===== config.mk =====
export PLATFORM = sky130hd
export DESIGN_NAME = flux_beat_detector
export DESIGN_NICKNAME = d
export VERILOG_FILES = /design/src/rtl/flux_pkg.sv /design/src/rtl/flux_history.sv /design/src/rtl/flux_beat_detector.sv
export SDC_FILE = /design/constraint.sdc
export NUM_CORES = 1
export LEC_CHECK = 0
export BUFFER_PORTS_ARGS = -buffer_cell sky130_fd_sc_hd__buf_2
export CAP_MARGIN = 20
export CORE_ASPECT_RATIO = 1.5
export CORE_MARGIN = 10
export CORE_UTILIZATION = 25
export DETAILED_ROUTE_END_ITERATION = 10
export GPL_TIMING_DRIVEN = 0
export PLACE_DENSITY = 0.44
export SETUP_SLACK_MARGIN = 0.1
export SYNTH_ARGS = -nofsm -noshare
export SYNTH_HDL_FRONTEND = slang
export SYNTH_SLANG_ARGS = --single-unit

===== constraint.sdc =====
create_clock -name clk -period 47.5 [get_ports clk]
set_clock_uncertainty 0.15 [all_clocks]
set_input_delay 4.75 -clock clk [delete_from_list [all_inputs] [get_ports clk]]
set_output_delay 4.75 -clock clk [all_outputs]
set_load 0.05 [all_outputs]

===== src/rtl/flux_pkg.sv =====
// Shared definitions for the spectral-flux beat detector: FSM states, default widths
// and a constant-evaluable ceil(log2) helper.
package flux_pkg;

   localparam int unsigned DEFAULT_MAX_FLUX_LENGTH = 32;

   typedef enum logic [1:0] {
      StIdle,
      StCalc,
      StDecide
   } state_e;

   function automatic int unsigned clog2(input int unsigned n);
      int unsigned r;
      r = 0;
      while ((32'd1 << r) < n) r = r + 1;
      return r;
   endfunction

endpackage


===== src/rtl/flux_history.sv =====
// Circular history of the last HIST_LEN flux values with an exact running sum
// and fill/warm tracking. Storage is a small register array.
module flux_history
   import flux_pkg::*;
#(
   parameter int unsigned WIDTH    = DEFAULT_MAX_FLUX_LENGTH,
   parameter int unsigned HIST_LEN = 8
) (
   input  logic                              clk,
   input  logic                              reset,
   input  logic                              i_wr,
   input  logic [WIDTH-1:0]                  i_data,
   output logic [WIDTH+clog2(HIST_LEN)-1:0]  o_sum,
   output logic                              o_warm
);

   localparam int unsigned AW = clog2(HIST_LEN);
   localparam int unsigned SW = WIDTH + AW;
   localparam int unsigned FW = AW + 1;

   logic [WIDTH-1:0] r_hist [HIST_LEN];
   logic [AW-1:0]    r_wr_ptr;
   logic [FW-1:0]    r_fill;
   logic [SW-1:0]    r_sum;
   logic [WIDTH-1:0] w_oldest;

   // The slot about to be overwritten holds the oldest value (zero during warm-up).
   assign w_oldest = r_hist[r_wr_ptr];

   always_ff @(posedge clk or posedge reset) begin
      if (reset) begin
         for (int unsigned i = 0; i < HIST_LEN; i++) r_hist[i] <= '0;
         r_wr_ptr <= '0;
         r_fill   <= '0;
         r_sum    <= '0;
      end else if (i_wr) begin
         r_sum            <= r_sum - SW'(w_oldest) + SW'(i_data);
         r_hist[r_wr_ptr] <= i_data;
         r_wr_ptr         <= r_wr_ptr + AW'(1);
         if (r_fill != FW'(HIST_LEN)) r_fill <= r_fill + FW'(1);
      end
   end

   assign o_sum  = r_sum;
   assign o_warm = (r_fill == FW'(HIST_LEN));

endmodule


===== src/rtl/flux_beat_detector.sv =====
// Beat detector: compares each new flux frame against a scaled moving average of the
// previous HIST_LEN frames and an absolute floor, with a refractory window.
module flux_beat_detector
   import flux_pkg::*;
#(
   parameter int unsigned MAX_FLUX_LENGTH = DEFAULT_MAX_FLUX_LENGTH,
   parameter int unsigned HIST_LEN        = 8,
   parameter int unsigned K_NUM           = 3,
   parameter int unsigned K_SHIFT         = 1,
   parameter int unsigned MIN_FLUX        = 64,
   parameter int unsigned REFRACT         = 2
) (
   input  logic                         clk,
   input  logic                         reset,
   input  logic                         flux_valid,
   input  logic [MAX_FLUX_LENGTH-1:0]   flux_value,
   output logic                         beat,
   output logic [MAX_FLUX_LENGTH-1:0]   flux_avg,
   output logic [MAX_FLUX_LENGTH+2:0]   threshold,
   output logic                         warm,
   output logic [15:0]                  beat_count,
   output logic                         overrun
);

   localparam int unsigned W  = MAX_FLUX_LENGTH;
   localparam int unsigned TW = MAX_FLUX_LENGTH + 3;
   localparam int unsigned AW = clog2(HIST_LEN);
   localparam int unsigned SW = W + AW;
   localparam int unsigned RW = (REFRACT < 1) ? 1 : clog2(REFRACT + 1);

   state_e        r_state, w_state_next;
   logic [W-1:0]  r_cur, r_avg, r_flux_avg;
   logic [TW-1:0] r_thr, r_threshold;
   logic [RW-1:0] r_refr;
   logic [15:0]   r_beat_count;
   logic          r_beat, r_overrun;
   logic [SW-1:0] w_sum;
   logic [W-1:0]  w_avg;
   logic [TW-1:0] w_thr;
   logic          w_warm, w_hist_wr, w_hit;

   flux_history #(
      .WIDTH    (W),
      .HIST_LEN (HIST_LEN)
   ) u_history (
      .clk    (clk),
      .reset  (reset),
      .i_wr   (w_hist_wr),
      .i_data (r_cur),
      .o_sum  (w_sum),
      .o_warm (w_warm)
   );

   assign w_avg = W'(w_sum >> AW);
   assign w_thr = (TW'(w_avg) * TW'(K_NUM)) >> K_SHIFT;

   always_ff @(posedge clk or posedge reset) begin
      if (reset) r_state <= StIdle;
      else       r_state <= w_state_next;
   end

   always_comb begin
      w_state_next = r_state;
      w_hist_wr    = 1'b0;
      w_hit        = 1'b0;
      case (r_state)
         StIdle:   if (flux_valid) w_state_next = StCalc;
         StCalc:   w_state_next = StDecide;
         StDecide: begin
            w_state_next = StIdle;
            w_hist_wr    = 1'b1;
            w_hit        = w_warm && (r_refr == '0) && (TW'(r_cur) > r_thr)
                           && (r_cur >= W'(MIN_FLUX));
         end
         default:  w_state_next = StIdle;
      endcase
   end

   always_ff @(posedge clk or posedge reset) begin
      if (reset) begin
         r_cur        <= '0;
         r_avg        <= '0;
         r_thr        <= '0;
         r_flux_avg   <= '0;
         r_threshold  <= '0;
         r_refr       <= '0;
         r_beat_count <= '0;
         r_beat       <= 1'b0;
         r_overrun    <= 1'b0;
      end else begin
         r_beat <= 1'b0;
         // A strobe outside IDLE is dropped; only the sticky flag records it.
         if (flux_valid && (r_state != StIdle)) r_overrun <= 1'b1;
         case (r_state)
            StIdle:   if (flux_valid) r_cur <= flux_value;
            StCalc: begin
               r_avg <= w_avg;
               r_thr <= w_thr;
            end
            StDecide: begin
               r_flux_avg  <= r_avg;
               r_threshold <= r_thr;
               if (w_hit) begin
                  r_beat       <= 1'b1;
                  r_beat_count <= r_beat_count + 16'd1;
                  r_refr       <= RW'(REFRACT);
               end else if (r_refr != '0) begin
                  r_refr <= r_refr - RW'(1);
               end
            end
            default: ;
         endcase
      end
   end

   assign beat       = r_beat;
   assign flux_avg   = r_flux_avg;
   assign threshold  = r_threshold;
   assign warm       = w_warm;
   assign beat_count = r_beat_count;
   assign overrun    = r_overrun;

endmodule


==> reports/qor.yml, run 1 <==
cts:
  post_cts_resized: 0
  clk_latency_ns: 0.64
  cts.clk_slew.worst_paths_ns: 0.06
  cts_buffer_depth: 3
  numClockSinks: 482
  postCtsSetupBuffers: 0
  postCtsHoldBufs: 0
  cts_buffers: 52
  ctsHtreeMaxLevel: 2
  cts-root-buf: "clkbuf_16"
  cts_tree: "built"
die:
  die_area_sq_um: 112000
  core_area_sq_um: 98300
  die_h_um: 405
  row_count: 141
  die_w_um: 276
  start_util_pct: 25.1
  pin_count: 121
worst_setup_path:
  cp_data_arrival_time_ns: 2.07
  crit_chain: "inv_1 > ha_1 > nand2_1 > nor2_1 > buf_2"
  r2r-end: "u_history.o_sum[34]$_DFFE_PP0P_"
  end_kind: "primary output"
  critPathKind: "register to primary output"
  rrSetupSlack_ns: 40.99
  crit_fanout: 3
  worst_path_max_delay_cell: "dfrtp_1"
  max_stage_delay_ns: 0.40
  worst_setup_path_start_kind: "register"
  reg2reg_depth: 17
  cp.required_ns: 42.60
  timing.rr.start: "u_history.r_wr_ptr[1]$_DFFE_PP0P_"
timing:
  hold_violations: 0
  fmax_mhz: 144
  finalSetupViolCount: 0
  slew_headroom_pct: 24.5
  tns_ns: 0
  report.final.slew_viol_count: 0
  fin_crit_ns: 6.97
  finalCritPeriodShare_pct: 14.7
  rsz0062_at_grt: "false"
  hold_ws_ns: 0.314
  setup_slack_ns: 40.53
  worstMarginPinSlew_ns: 1.13
drt:
  vias: 18000
  firstDrtPassIters: 5
  first_iter_violations: 1178
  drtAntennaViolNets: 0
  vias_per_cell: 4.70
  routedWlPerCell_um: 21.6
  wl_mm: 82.4
  drc: 0
layout:
  design_area_sq_um: 28800
  finalNetCount: 2671
  fillers: 10100
  diodes: 0
  area_delta_synth_final_pct: 16.9
  drive_above_1_share_pct: 18.6
global_route:
  overflow: 0
  grt_usage_pct: 14.5
  grt_pass1_wl_mm: 125
  grt_max_degree: 133
  antenna_found_initial: 0
  grt_pass1_vias: 19400
pwr:
  p_int_w: 0.00136
  ir_worst_vdd_v: 0.0000420
  p_leak_nw: 13.6
  switching_share_pct: 45.2
  fin_total_pwr_w: 0.00249
  comb_power_share_pct: 55.7
  p_per_area_nw_per_um2: 86.2
  p_sw_w: 0.00112
  p_clk_share_pct: 17.3
  seqPwrFrac_pct: 27.0
synth:
  synthCells: 2316
  synth_area_sq_um: 24700
  synth_top_area_share_pct: 48.9
  avgSynthCellArea_sq_um: 10.7
  ys_seq_area_share_pct: 48.9
  synth-seq-cells: 482
  yosysWarnings: 0
  synth_flop_cell: "dfrtp_1"
  synth_top_cell_by_area: "dfrtp_1"
  yosysUniqueCellTypes: 73
  synth_enable_flop_cells: 0
  netlist_top_cells_area: "dfrtp_1 49%, mux2_2 7.7%, nand2_1 6.3%"
  postSynth.asyncResetShare_pct: 100
hold_path:
  whs_endpoint: "flux_avg[12]$_DFFE_PP0P_"
  min_path_type: "register to register"
  whs_path_depth: 2
  hold_start: "flux_avg[12]$_DFFE_PP0P_"
placed_design:
  placed_area_sq_um: 27000
  dp_hpwl_mm: 63.2
  port-buffer-count: 118
  place_congestion: 0.871
  pre_cts_slack_ns: 40.42
flow_run:
  drv_cap: 0
run_status:
  status: "finished clean"
## kinds of logic (layout without fill, tap and decap cells)
group,after synthesis,count (layout),share of synthesized area (%)
buf+inv,292,513,4.51
compound gates,502,502,12.1
flops,482,482,48.9
other cells,1,2,0.0152
xor+xnor,68,68,2.41
fa+ha+maj,138,138,8.00
mux,237,237,13.7
simple gates,596,596,10.4
## per-layer routing
| layer | share of wire [%] | vias to the layer above | GRT usage, % | routed length, um |
|---|---|---|---|---|
| met5 | 0 | - | 0 | 0 |
| met4 | 4.2 | 0 | 6.12 | 3490 |
| met1 | 39 | 9080 | 16.3 | 32300 |
| met3 | 4.1 | 144 | 2.27 | 3380 |
| met2 | 52 | 406 | 26.9 | 43300 |
| li1 | - | 8350 | - | - |
## worst max path at each step
stage          cells past startpoint                            start  slack (ns)                                 to
2_1_floorplan                      1                            reset       29.15                     beat$_DFF_PP0_
3_3_place_gp                       2                            reset       24.02  u_history.r_hist[120]$_DFFE_PP0P_
3_5_place_dp                       5                            reset       40.42   u_history.r_hist[24]$_DFFE_PP0P_
4_1_cts                            5  u_history.r_fill[0]$_DFFE_PP0P_       40.50                               warm
5_1_grt                            5  u_history.r_fill[0]$_DFFE_PP0P_       40.36                               warm
6_report                           5  u_history.r_fill[0]$_DFFE_PP0P_       40.53                               warm
## layout make-up
class                   count  area (sq um)  area share (%)
flip-flops and latches    482         12100            41.8
inverters                 180           683            2.37
well taps                1287          1610            5.58
plain buffers             112           437            1.51
clock buffers              75          1510            5.23
repair buffers            127           768            2.66
multi-input cells        1543         11500            39.9
clock inverters            19           273           0.946
## power by group through the flow
stage          logic, W  clock network [W]  registers, W
2_1_floorplan  0.000942                  0      0.000723
3_3_place_gp    0.00136                  0      0.000670
3_5_place_dp    0.00139                  0      0.000678
4_1_cts         0.00139           0.000443      0.000671
5_1_grt         0.00154           0.000459      0.000692
6_report        0.00139           0.000430      0.000671
## sequential cells by signal (all words and copies together), names as in the netlist, 3 cells and up
signal	flops
r_thr	33
u_history.r_hist	256
flux_avg	32
beat_count	16
threshold	33
u_history.r_fill	4
u_history.o_sum	35
r_cur	32
u_history.r_wr_ptr	3
r_avg	32
## worst max-delay path, delay by kind of cell (launching register included)
family                     cells  cell delay (ns)
adders and majority gates      1             0.16
buffers and inverters          2             0.49
DFF                            1             0.40
and+or+nand+nor                2             0.39
## cell usage in the layout, fill, tap and decap left out, types with 5 or more instances in the layout
cell       Yosys  final
o211ai_1       5      5
mux4_2        64     64
a211oi_1       8      8
nand3b_1       6      6
o21a_1        13     13
nand4_1       22     22
a21o_1        45     45
nor3_1        18     18
clkbuf_8       0     12
a31oi_1        8      8
or3_1          5      5
o21bai_1       6      6
xnor2_1       46     46
buf_1          7      7
and3_1         7      7
o21ai_0      305    305
nand2_1      411    411
o31ai_1        7      7
mux2_2       169    169
fa_1          33     33
nor2b_1        9      9
nor4_1        10     10
dfrtp_1      482    482
bufinv_16      0      5
clkinv_2       0      5
nor2_1        54     54
clkbuf_1      98    109
nand2b_1      11     11
nand3_1       22     22
ha_1         105    105
clkbuf_16      0     52
xor2_1        22     22
a21oi_1       56     56
buf_2          4    122
inv_1        180    179
## Yosys cell counts (5+ instances only)
cell / count
o21bai_1: 6
xor2_1: 22
nor3b_1: 5
and3_1: 7
o211ai_1: 5
nand3_1: 22
nand2b_1: 11
a211oi_1: 8
inv_1: 180
buf_1: 7
or3_1: 5
a21oi_1: 56
ha_1: 105
fa_1: 33
dfrtp_1: 482
nor4_1: 10
a21o_1: 45
o21ai_0: 305
nor2_1: 54
nand2_1: 411
mux4_2: 64
nor3_1: 18
o21a_1: 13
a31oi_1: 8
o31ai_1: 7
nor2b_1: 9
clkbuf_1: 98
nand3b_1: 6
xnor2_1: 46
mux2_2: 169
nand4_1: 22
## metrics by stage
step                utilization [%]  cells
floorplan                         -   2317
global placement               27.3   3722
detailed placement             27.5   3730
CTS                            29.3   3824
global route                   29.4   3825
finish                         29.4   3825
Note: power is estimated with default switching activity, not from simulation.
==> run 2: changes to the inputs <==
--- a/config.mk
+++ b/config.mk
@@ -5,6 +5,7 @@
 export SDC_FILE = /design/constraint.sdc
 export NUM_CORES = 1
 export LEC_CHECK = 0
+export ABC_AREA = 1
 export BUFFER_PORTS_ARGS = -buffer_cell sky130_fd_sc_hd__buf_2
 export CAP_MARGIN = 20
 export CORE_ASPECT_RATIO = 1.5
@@ -12,7 +13,7 @@
 export CORE_UTILIZATION = 25
 export DETAILED_ROUTE_END_ITERATION = 10
 export GPL_TIMING_DRIVEN = 0
-export PLACE_DENSITY = 0.44
+export PLACE_DENSITY = 0.46
 export SETUP_SLACK_MARGIN = 0.1
 export SYNTH_ARGS = -nofsm -noshare
 export SYNTH_HDL_FRONTEND = slang
==> constraint.sdc (replaced) <==
create_clock -name clk -period 6 [get_ports clk]
set_clock_uncertainty 0.15 [all_clocks]
set_input_delay 0.6 -clock clk [delete_from_list [all_inputs] [get_ports clk]]
set_output_delay 0.6 -clock clk [all_outputs]
set_load 0.05 [all_outputs]
==> run 2 against run 1 <==
Net effect:
- utilization about the same
- sequential share of layout area decreased by 2.8 points
- global-route usage increased by 3.6 points
- area after synthesis increased by 7.0%
==> reports/qor.yml, run 2 <==
timing:
  report.final.slew_viol_count: 0  # unchanged
  worstMarginPinSlew_ns: 1.07  # -0.0651 ns
  fmax_mhz: 196
  rsz0062_at_grt: "false"
  hold_violations: 0  # unchanged
  finalSetupViolCount: 0  # unchanged
  fin_crit_ns: 5.09
  slew_headroom_pct: 28.3  # +3.8 points
  finalCritPeriodShare_pct: 84.9
  hold_ws_ns: 0.0317  # -0.283 ns
cts:
  postCtsSetupBuffers: 0  # unchanged
  cts_buffer_depth: 3  # unchanged
  cts_tree: "built"
  cts.clk_slew.worst_paths_ns: 0.07  # about the same
  ctsHtreeMaxLevel: 2  # unchanged
  post_cts_resized: 0  # unchanged
  cts-root-buf: "clkbuf_16"
  cts_buffers: 49  # -5.8%
  clk_latency_ns: 0.65  # about the same
  numClockSinks: 482  # unchanged
drt:
  drc: 0  # unchanged
  drtAntennaViolNets: 0  # unchanged
  routedWlPerCell_um: 21.7  # +0.67%
  first_iter_violations: 1356  # +15%
  vias_per_cell: 4.67  # -0.74%
  wl_mm: 109  # +32%
  vias: 23500  # +31%
  firstDrtPassIters: 5  # unchanged
synth:
  synth_enable_flop_cells: 0  # unchanged
  synth_flop_cell: "dfrtp_1"
  synth.area.mux_share_pct: 0  # -14 points
  postSynth.asyncResetShare_pct: 100  # unchanged
  synth_compound_area_share_pct: 14.7  # +2.6 points
  avgSynthCellArea_sq_um: 7.79  # -27%
  yosysUniqueCellTypes: 45  # -38%
  synthCells: 3391  # +46%
  yosys.area_share.xor_xnor_pct: 0.929  # -1.5 points
  ys_seq_area_share_pct: 45.7  # -3.2 points
  synth_top_cell_by_area: "dfrtp_1"
  synth_common_cells: "1,036 x nand2_1, 482 x dfrtp_1, 431 x inv_1, 242 x o21ai_0, 220 x nor2_1"
  yosys.area_share.simple_pct: 22.6  # +12 points
  yosysWarnings: 0  # unchanged
  synth_area_sq_um: 26400  # +7.0%
  synth-seq-cells: 482  # unchanged
  yosys.area_share.adder_pct: 7.48  # -0.53 points
  yosysMostFrequentCell: "nand2_1"
  synth_top_area_share_pct: 45.7  # -3.2 points
  netlist_top_cells_area: "dfrtp_1 46%, nand2_1 15%, inv_1 6.1%"
  synth_top_family_by_area: "simple AND/OR/NAND/NOR gates"
worst_setup_path:
  worst_setup_path_start_kind: "register"
  reg2reg_depth: 19  # +2
  crit_buf_inv: 4  # +2
  crit_family: "simple AND/OR/NAND/NOR gates"
  cp_data_arrival_time_ns: 5.42  # +3.35 ns
  end_kind: "register"
  crit_fanout: 10  # +7
  crit_chain: "buf_2 > buf_2 > clkbuf_1 > nand2_1 > o211ai_1 > o2111ai_1 > ha_1 > inv_1 > ha_1 > fa_1 > nand3_1 > nand3_1 > nand2_1 > nand2_1 > nand3_1 > nand2_1 > or2_2 > nand3_1 > o21ai_0"
  worst_path_max_delay_cell: "clkbuf_1"
  max_stage_delay_ns: 0.73  # +0.33 ns
  path_depth: 19  # +14
  cp.required_ns: 6.33  # -36.27 ns
  critPathKind: "register to register"
  critPathLaunch: "u_history.r_wr_ptr[0]$_DFFE_PP0P_"
  timing.rr.start: "u_history.r_wr_ptr[0]$_DFFE_PP0P_"
die:
  die_area_sq_um: 119000  # +6.6%
  row_count: 146  # +3.5%
  core_area_sq_um: 105000  # +7.1%
  start_util_pct: 25.1  # about the same
  die_h_um: 418  # +3.3%
  pin_count: 121  # unchanged
  die_w_um: 285  # +3.2%
layout:
  final_cell_mix: "1,036 x nand2_1, 482 x dfrtp_1, 430 x inv_1"
  drive_above_1_share_pct: 8.64  # -10 points
  mostFrequentLayoutCell: "nand2_1"
  area_delta_synth_final_pct: 17.0  # about the same
  finalNetCount: 3758  # +41%
  regMostFlops: "u_history.r_hist"
  largest_reg_flops: 256  # unchanged
  final_util_pct: 29.4  # about the same
run_status:
  status: "finished clean"
placed_design:
  dp_hpwl_mm: 88.4  # +40%
  port-buffer-count: 118  # unchanged
  place_congestion: 0.939  # +7.9%
global_route:
  grt_max_degree: 41  # -69%
  antenna_found_initial: 6  # +6
  grt_usage_pct: 18.1  # +3.6 points
  grt_pass1_wl_mm: 162  # +30%
  overflow: 0  # unchanged
  grt_pass1_vias: 24600  # +27%
hold_path:
  hold_start: "flux_value[6]"
  min_path_type: "input port to register"
  whs_path_depth: 3  # +1
flow_run:
  drv_cap: 0  # unchanged
==> run 2: logic make-up after synthesis <==
kind of cell / after synthesis
other: 1
xor gates and xnor gates: 28
adders and majority gates: 138
and+or+nand+nor: 1469
buffers and inverters: 580
AOI/OAI and AO/OA: 693
DFF: 482
==> run 2: metrics by stage <==
stage / std cells / setup TNS [ns] / worst slack (ns) / area (sq um)
after detailed placement: 4930 / 0 / 0.948 / 29000
after global routing: 5029 / 0 / 0.691 / 30900
final: 5029 / 0 / 0.908 / 30900
after CTS: 5028 / 0 / 0.882 / 30900
after floorplan: 3392 / -618.27 / -1.28 / 26400
after global placement: 4916 / -2292.22 / -4.86 / 28800
==> run 2: path summary, 6_finish.rpt <==
kind                                                endpoint  slack [ns]
setup / recovery             u_history.o_sum[16]$_DFFE_PP0P_        0.91
hold / removal                          r_cur[6]$_DFFE_PP0P_        0.03
setup reg to reg             u_history.o_sum[16]$_DFFE_PP0P_        0.91
hold reg to reg                     flux_avg[14]$_DFFE_PP0P_        0.31
max in group asynchronous  u_history.r_hist[251]$_DFFE_PP0P_        3.88
min in group asynchronous          beat_count[2]$_DFFE_PP0P_        0.44
==> run 2: cell type report <==
| cell class | instances | area, sq um |
|---|---|---|
| diodes | 1 | 2.50 |
| plain buffers | 141 | 628 |
| clock buffers | 69 | 1370 |
| clock inverters | 19 | 387 |
| fillers | 11700 | 74300 |
| inverters | 439 | 1650 |
| multi-input cells | 2330 | 12100 |
| flip-flops and latches | 482 | 12100 |
| well taps | 1406 | 1760 |
| repair buffers | 142 | 971 |
==> run 2: routing by layer <==
| metal | wire [um] | share of wire (%) | GRT usage (%) |
|---|---|---|---|
| met5 | 66 | 0.060 | 0 |
| met4 | 6440 | 5.9 | 9.83 |
| met3 | 3260 | 3.0 | 1.93 |
| met2 | 60200 | 55 | 35.8 |
| met1 | 39100 | 36 | 18.2 |
==> run 2: repair_timing <==
action                                  in CTS  in global routing
endpoints found under the hold margin       25                  0
hold buffers                                10                  0
endpoints found under the setup margin       0                  0
==> run 2: worst reg2reg max path: stages, from the launching register on <==
cell       delay, ns
dfrtp_1         0.35
buf_2           0.25
buf_2           0.30
clkbuf_1        0.73
nand2_1         0.14
o211ai_1        0.14
o2111ai_1       0.26
ha_1            0.35
inv_1           0.04
ha_1            0.26
fa_1            0.56
nand3_1         0.15
nand3_1         0.14
nand2_1         0.09
nand2_1         0.14
nand3_1         0.12
nand2_1         0.24
or2_2           0.36
nand3_1         0.06
o21ai_0         0.10
Power of run 2 is not shown: default switching activity piles up to over one toggle a cycle in this logic, so the estimate is an artifact.
